File: src/rtl/seq_ripple_adder.sv
// seq_ripple_adder: multi-cycle adder that adds SLICE bits per clock and keeps the carry between cycles.
// Optional macro SEQ_ADD_OVF_EN adds the signed-overflow output ovf.
module seq_ripple_adder #(
    parameter int WIDTH = 64,
    parameter int SLICE = 16
) (
    input  logic             clk,
    input  logic             rst,
    input  logic             in_valid,
    output logic             in_ready,
    input  logic [WIDTH-1:0] in1,
    input  logic [WIDTH-1:0] in2,
    input  logic             c_in,
    output logic             out_valid,
    input  logic             out_ready,
    output logic [WIDTH-1:0] sum,
    output logic             c_out
`ifdef SEQ_ADD_OVF_EN
    ,
    output logic             ovf
`endif
);

    localparam int NSLICE = WIDTH / SLICE;
    localparam int CW     = (NSLICE > 1) ? $clog2(NSLICE) : 1;

    if (WIDTH < 1 || SLICE < 1 || SLICE > WIDTH || (WIDTH % SLICE) != 0) begin : g_bad_params
        $error("seq_ripple_adder: illegal WIDTH/SLICE combination");
    end

    typedef enum logic [1:0] {IDLE, CALC, DONE} state_t;

    state_t           state;
    state_t           state_next;
    logic [WIDTH-1:0] a_reg;
    logic [WIDTH-1:0] b_reg;
    logic [WIDTH-1:0] sum_reg;
    logic             carry;
    logic             c_out_reg;
    logic [CW-1:0]    cnt;
    int               base;
    logic [SLICE-1:0] a_slice;
    logic [SLICE-1:0] b_slice;
    logic [SLICE:0]   slice_sum;
    logic             last;
`ifdef SEQ_ADD_OVF_EN
    logic             ovf_reg;
`endif

    assign base      = int'(cnt) * SLICE;
    assign a_slice   = a_reg[base +: SLICE];
    assign b_slice   = b_reg[base +: SLICE];
    assign slice_sum = {1'b0, a_slice} + {1'b0, b_slice} + {{SLICE{1'b0}}, carry};
    assign last      = (cnt == CW'(NSLICE - 1));

    always_ff @(posedge clk or posedge rst) begin
        if (rst) begin
            state <= IDLE;
        end else begin
            state <= state_next;
        end
    end

    always_comb begin
        state_next = state;
        case (state)
            IDLE:    if (in_valid)  state_next = CALC;
            CALC:    if (last)      state_next = DONE;
            DONE:    if (out_ready) state_next = IDLE;
            default:                state_next = IDLE;
        endcase
    end

    // Operands are captured once on accept; the sum register fills one slice per CALC cycle.
    always_ff @(posedge clk or posedge rst) begin
        if (rst) begin
            a_reg     <= '0;
            b_reg     <= '0;
            sum_reg   <= '0;
            carry     <= 1'b0;
            c_out_reg <= 1'b0;
            cnt       <= '0;
`ifdef SEQ_ADD_OVF_EN
            ovf_reg   <= 1'b0;
`endif
        end else begin
            case (state)
                IDLE: begin
                    if (in_valid) begin
                        a_reg <= in1;
                        b_reg <= in2;
                        carry <= c_in;
                        cnt   <= '0;
                    end
                end
                CALC: begin
                    sum_reg[base +: SLICE] <= slice_sum[SLICE-1:0];
                    carry                  <= slice_sum[SLICE];
                    if (last) begin
                        cnt       <= '0;
                        c_out_reg <= slice_sum[SLICE];
`ifdef SEQ_ADD_OVF_EN
                        ovf_reg   <= (a_reg[WIDTH-1] == b_reg[WIDTH-1]) &&
                                     (slice_sum[SLICE-1] != a_reg[WIDTH-1]);
`endif
                    end else begin
                        cnt <= cnt + 1'b1;
                    end
                end
                default: ;
            endcase
        end
    end

    assign in_ready  = (state == IDLE);
    assign out_valid = (state == DONE);
    assign sum       = sum_reg;
    assign c_out     = c_out_reg;
`ifdef SEQ_ADD_OVF_EN
    assign ovf       = ovf_reg;
`endif

endmodule
File: config.mk
export PLATFORM = sky130hd
export DESIGN_NAME = seq_ripple_adder
export DESIGN_NICKNAME = d
export VERILOG_FILES = /design/src/rtl/seq_ripple_adder.sv
export SDC_FILE = /design/constraint.sdc
export NUM_CORES = 1
export LEC_CHECK = 0
export BUFFER_PORTS_ARGS = -buffer_cell sky130_fd_sc_hd__buf_2
export CAP_MARGIN = 40
export CORE_MARGIN = 8
export CORE_UTILIZATION = 61
export CTS_BUF_LIST = sky130_fd_sc_hd__clkbuf_4
export CTS_CLUSTER_SIZE = 24
export DETAILED_ROUTE_END_ITERATION = 10
export HOLD_SLACK_MARGIN = 0.03
export PLACE_DENSITY_LB_ADDON = 0.3
export SLEW_MARGIN = 20
export SYNTH_ARGS = -nofsm -noshare
export SYNTH_HDL_FRONTEND = slang
export SYNTH_SLANG_ARGS = --single-unit
File: constraint.sdc
create_clock -name clk -period 12.2 [get_ports clk]
set_clock_uncertainty 0.05 [all_clocks]
set_input_delay 2.44 -clock clk [delete_from_list [all_inputs] [get_ports clk]]
set_output_delay 2.44 -clock clk [all_outputs]
set_load 0.01 [all_outputs]
==> flow_metrics.env <==
export IMPL_core_mm2=0.0149
export IMPL_grt_pass1_vias=7552
export IMPL_r2r_start="cnt[0]"
export IMPL_setup_tns_ns=0
export IMPL_cts_tree="built"
export IMPL_path_clk_slew_ns=0.16
export IMPL_die_width_um=139
export IMPL_crit_path_frequent_cell="fa_1"
export IMPL_async_reset_ff_share_pct=100
export IMPL_placement_setup_worst_slack_ns=8.05
export IMPL_die_area_mm2=0.0192
export IMPL_die_h_um=139
export IMPL_cts_sink_count=198
export IMPL_hold_buffers=0
export IMPL_holdPathEnd="a_reg[60]"
export IMPL_final_nets=1237
export IMPL_cts_buffers=17
export IMPL_fin_ws_ns=8.02
export IMPL_hold_class="flip-flop to flip-flop"
export IMPL_synth_distinct_cells=56
export IMPL_p_switching_w=0.00145
export IMPL_intPower_w=0.00172
export IMPL_areaGrowthSynthToFinish_pct=16.4
export IMPL_rsz0062_at_grt="false"
export IMPL_drt_total_wl_mm=23.2
export IMPL_antenna_found_initial=1
export IMPL_dr_total_vias=7239
export IMPL_relSlewSlack_pct=54.2
export IMPL_post_route_period_util_pct=34.2
export IMPL_yosysWarnings=0
export IMPL_hold_slack_ns=0.438
export IMPL_crit_arrival_ns=4.66
export IMPL_slowest_delay_ns=0.76
export IMPL_grt_pass1_wl_mm=37.8
export IMPL_syn_nets=1056
export IMPL_worstPathMaxFanout=23
export IMPL_reg2reg_depth=9
export IMPL_grt_max_degree=105
export IMPL_crit_chain="buf_4, mux4_2, fa_1, fa_1, a21o_1, a221oi_4, o21ai_0, xor2_1, a22o_2"
export IMPL_grt_overflow_total=0
export IMPL_status="complete, no violations"
export IMPL_dp_hpwl_mm=17.1
export IMPL_ys_flop_type="dfrtp_1"
export IMPL_rows=45
export IMPL_yosysSeqAreaShare_pct=54.0
export IMPL_drc_errors=0
export IMPL_portBuffers=199
export IMPL_p_seq_share_pct=33.6
export IMPL_p_sw_share_pct=45.6
export IMPL_max_cap_viol_count=0
export IMPL_fmax_mhz=239
export IMPL_io_pins=200
export IMPL_min_from="a_reg[60]"
export IMPL_firstDrtPassIters=5
export IMPL_cts_setup_buffers=0
export IMPL_drtAntennaViolNets=0
export IMPL_ys_ff_latch=198
export IMPL_clockBufferDepth=2
export IMPL_place_gp_congestion=0.874
export IMPL_htree_levels=4
export IMPL_start_util_pct=61.4
export IMPL_start_kind="flip-flop"
export IMPL_drtIter0Drc=595
export IMPL_synth_edf_count=0
export IMPL_drive_above_1_share_pct=27.3
export IMPL_critPathKind="flip-flop to flip-flop"
export IMPL_power_frac_comb_pct=54.8
export IMPL_endpoint_kind="flip-flop"
export IMPL_required_ns=12.68
export IMPL_syn_area_per_cell_um2=10.2
export IMPL_grt_use_total_pct=24.3
export IMPL_clk_insertion_delay_late_ns=0.59
export IMPL_hold_path_depth=2
export IMPL_power_density_mw_per_mm2=297
export IMPL_maxSlewViolCount=0
export IMPL_hold_violations=0
export IMPL_clock_power_share_pct=11.7
export IMPL_synth_area_mm2=0.00917
export IMPL_r2r_setup_slack_ns=8.02
export IMPL_cts_root_buf="clkbuf_4"
export IMPL_wl_per_cell_um=18.0
export IMPL_ctsResizeCount=0
export IMPL_slowest_stage="dfrtp_2"
export IMPL_setup_violations=0
export IMPL_timing_rr_end="sum[42]"
export IMPL_p_leak_nw=5.73
export IMPL_vdd_drop_max_mv=0.150
export IMPL_worst_slew_pin_slew_ns=0.680
export IMPL_startpoint="cnt[0]"
export IMPL_netlist_instances=900
export IMPL_period_minus_slack_ns=4.18
export IMPL_avgViaCountPerCell=5.64
-- final cells by class --
class | count | area [um2]
multi-input cells | 648 | 3960
well taps | 188 | 235
fillers | 1110 | 4250
inverters | 5 | 26.3
clock buffers | 18 | 135
diodes | 2 | 5.00
flip-flops and latches | 198 | 4960
clock inverters | 14 | 173
repair buffers | 211 | 1170
-- logic make-up (layout without fill, tap and decap cells) --
group / after synthesis / count (layout) / share of synthesized area, %
and+or+nand+nor: 474 / 474 / 21.7
DFF: 198 / 198 / 54.0
AOI/OAI and AO/OA: 107 / 107 / 9.01
buffers and inverters: 54 / 248 / 2.83
muxes: 33 / 33 / 7.98
adders and majority gates: 23 / 23 / 3.30
xor gates and xnor gates: 11 / 11 / 1.13
other: 0 / 2 / 0
-- synth_stat cells (2+ instances only) --
cell type	n	area share, %
xnor2_1	6	0.57
clkbuf_1	28	1.1
a32oi_1	2	0.19
a32o_1	4	0.44
and2_1	2	0.14
ha_1	21	2.9
or3_1	3	0.20
o211ai_1	2	0.16
nand3_1	10	0.55
nand2b_1	6	0.41
o31ai_1	2	0.16
nor4_1	2	0.14
a21o_1	4	0.33
a22o_2	4	0.44
buf_6	2	0.25
buf_2	17	0.93
a22o_1	40	3.8
o21ai_0	18	0.98
mux4_2	32	7.9
nor2_1	11	0.45
a22oi_1	6	0.49
inv_1	5	0.20
xor2_1	4	0.38
nand2_1	408	17
a21oi_1	15	0.82
fa_1	2	0.44
clkbuf_8	2	0.30
dfrtp_1	198	54
nand3b_4	2	0.44
or2b_2	2	0.19
and3_1	4	0.27
nand4_1	12	0.82
-- worst max path at each step --
| stage | slack (ns) | cells past startpoint | to |
|---|---|---|---|
| global placement | 8.01 | 3 | cnt[1] |
| detailed placement | 8.05 | 4 | cnt[1] |
| finish | 8.02 | 9 | sum[42] |
| floorplan | 4.31 | 1 | a_reg[0] |
| global route | 7.76 | 9 | sum[58] |
| CTS | 8.00 | 9 | sum[42] |
-- routing by layer --
| layer | vias to the layer above | global-route usage, % | wire [um] |
|---|---|---|---|
| met5 | - | 0 | 0 |
| met4 | 0 | 9.67 | 639 |
| met3 | 49 | 5.82 | 1710 |
| met2 | 295 | 37.4 | 10800 |
| met1 | 3469 | 32.7 | 9980 |
| li1 | 3426 | - | - |
-- layout by cell type, fill, tap and decap left out, types with 2 or more instances in the layout --
cell / n
a21o_1: 4
nand3b_4: 2
buf_4: 7
nor4_1: 2
nand2_1: 407
diode_2: 2
or3_1: 3
clkbuf_4: 18
dfrtp_1: 196
a21oi_1: 15
o21ai_0: 18
or2b_2: 2
a32oi_1: 2
xnor2_1: 6
nand2b_1: 6
o211ai_1: 2
ha_1: 21
nor2_1: 11
mux4_2: 32
buf_16: 3
xor2_1: 4
a22o_1: 40
bufinv_16: 3
a22oi_1: 6
a32o_1: 4
o31ai_1: 2
inv_6: 4
clkinvlp_4: 4
fa_1: 2
and3_1: 4
buf_2: 199
inv_1: 4
a22o_2: 4
nand4_1: 12
dfrtp_2: 2
nand3_1: 10
buf_12: 2
-- metrics by stage --
| step | cell area, um2 | std cells | total power, W | utilization [%] |
|---|---|---|---|---|
| floorplan | 9170 | 900 | 0.00232 | - |
| global placement | 10200 | 1244 | 0.00272 | 68.5 |
| detailed placement | 10300 | 1248 | 0.00278 | 69.1 |
| CTS | 10600 | 1280 | 0.00315 | 71.1 |
| global route | 10700 | 1284 | 0.00340 | 71.5 |
| finish | 10700 | 1284 | 0.00317 | 71.5 |
-- critical path: cells and delay by family, from the launching register on --
| family | cells | cell delay, ns |
|---|---|---|
| flip-flops | 1 | 0.76 |
| multiplexers | 1 | 0.58 |
| AO/OA/AOI/OAI | 4 | 0.95 |
| buffers and inverters | 1 | 0.51 |
| XOR/XNOR | 1 | 0.34 |
| adder cells (fa/ha/maj) | 2 | 0.88 |
-- power groups by stage --
stage	Combinational, W	Clock (W)	Sequential [W]
finish	0.00174	0.000370	0.00106
global placement	0.00164	0	0.00108
global route	0.00190	0.000403	0.00109
CTS	0.00170	0.000374	0.00108
detailed placement	0.00169	0	0.00109
floorplan	0.00128	0	0.00104
Note: power is estimated with default switching activity, not from simulation.
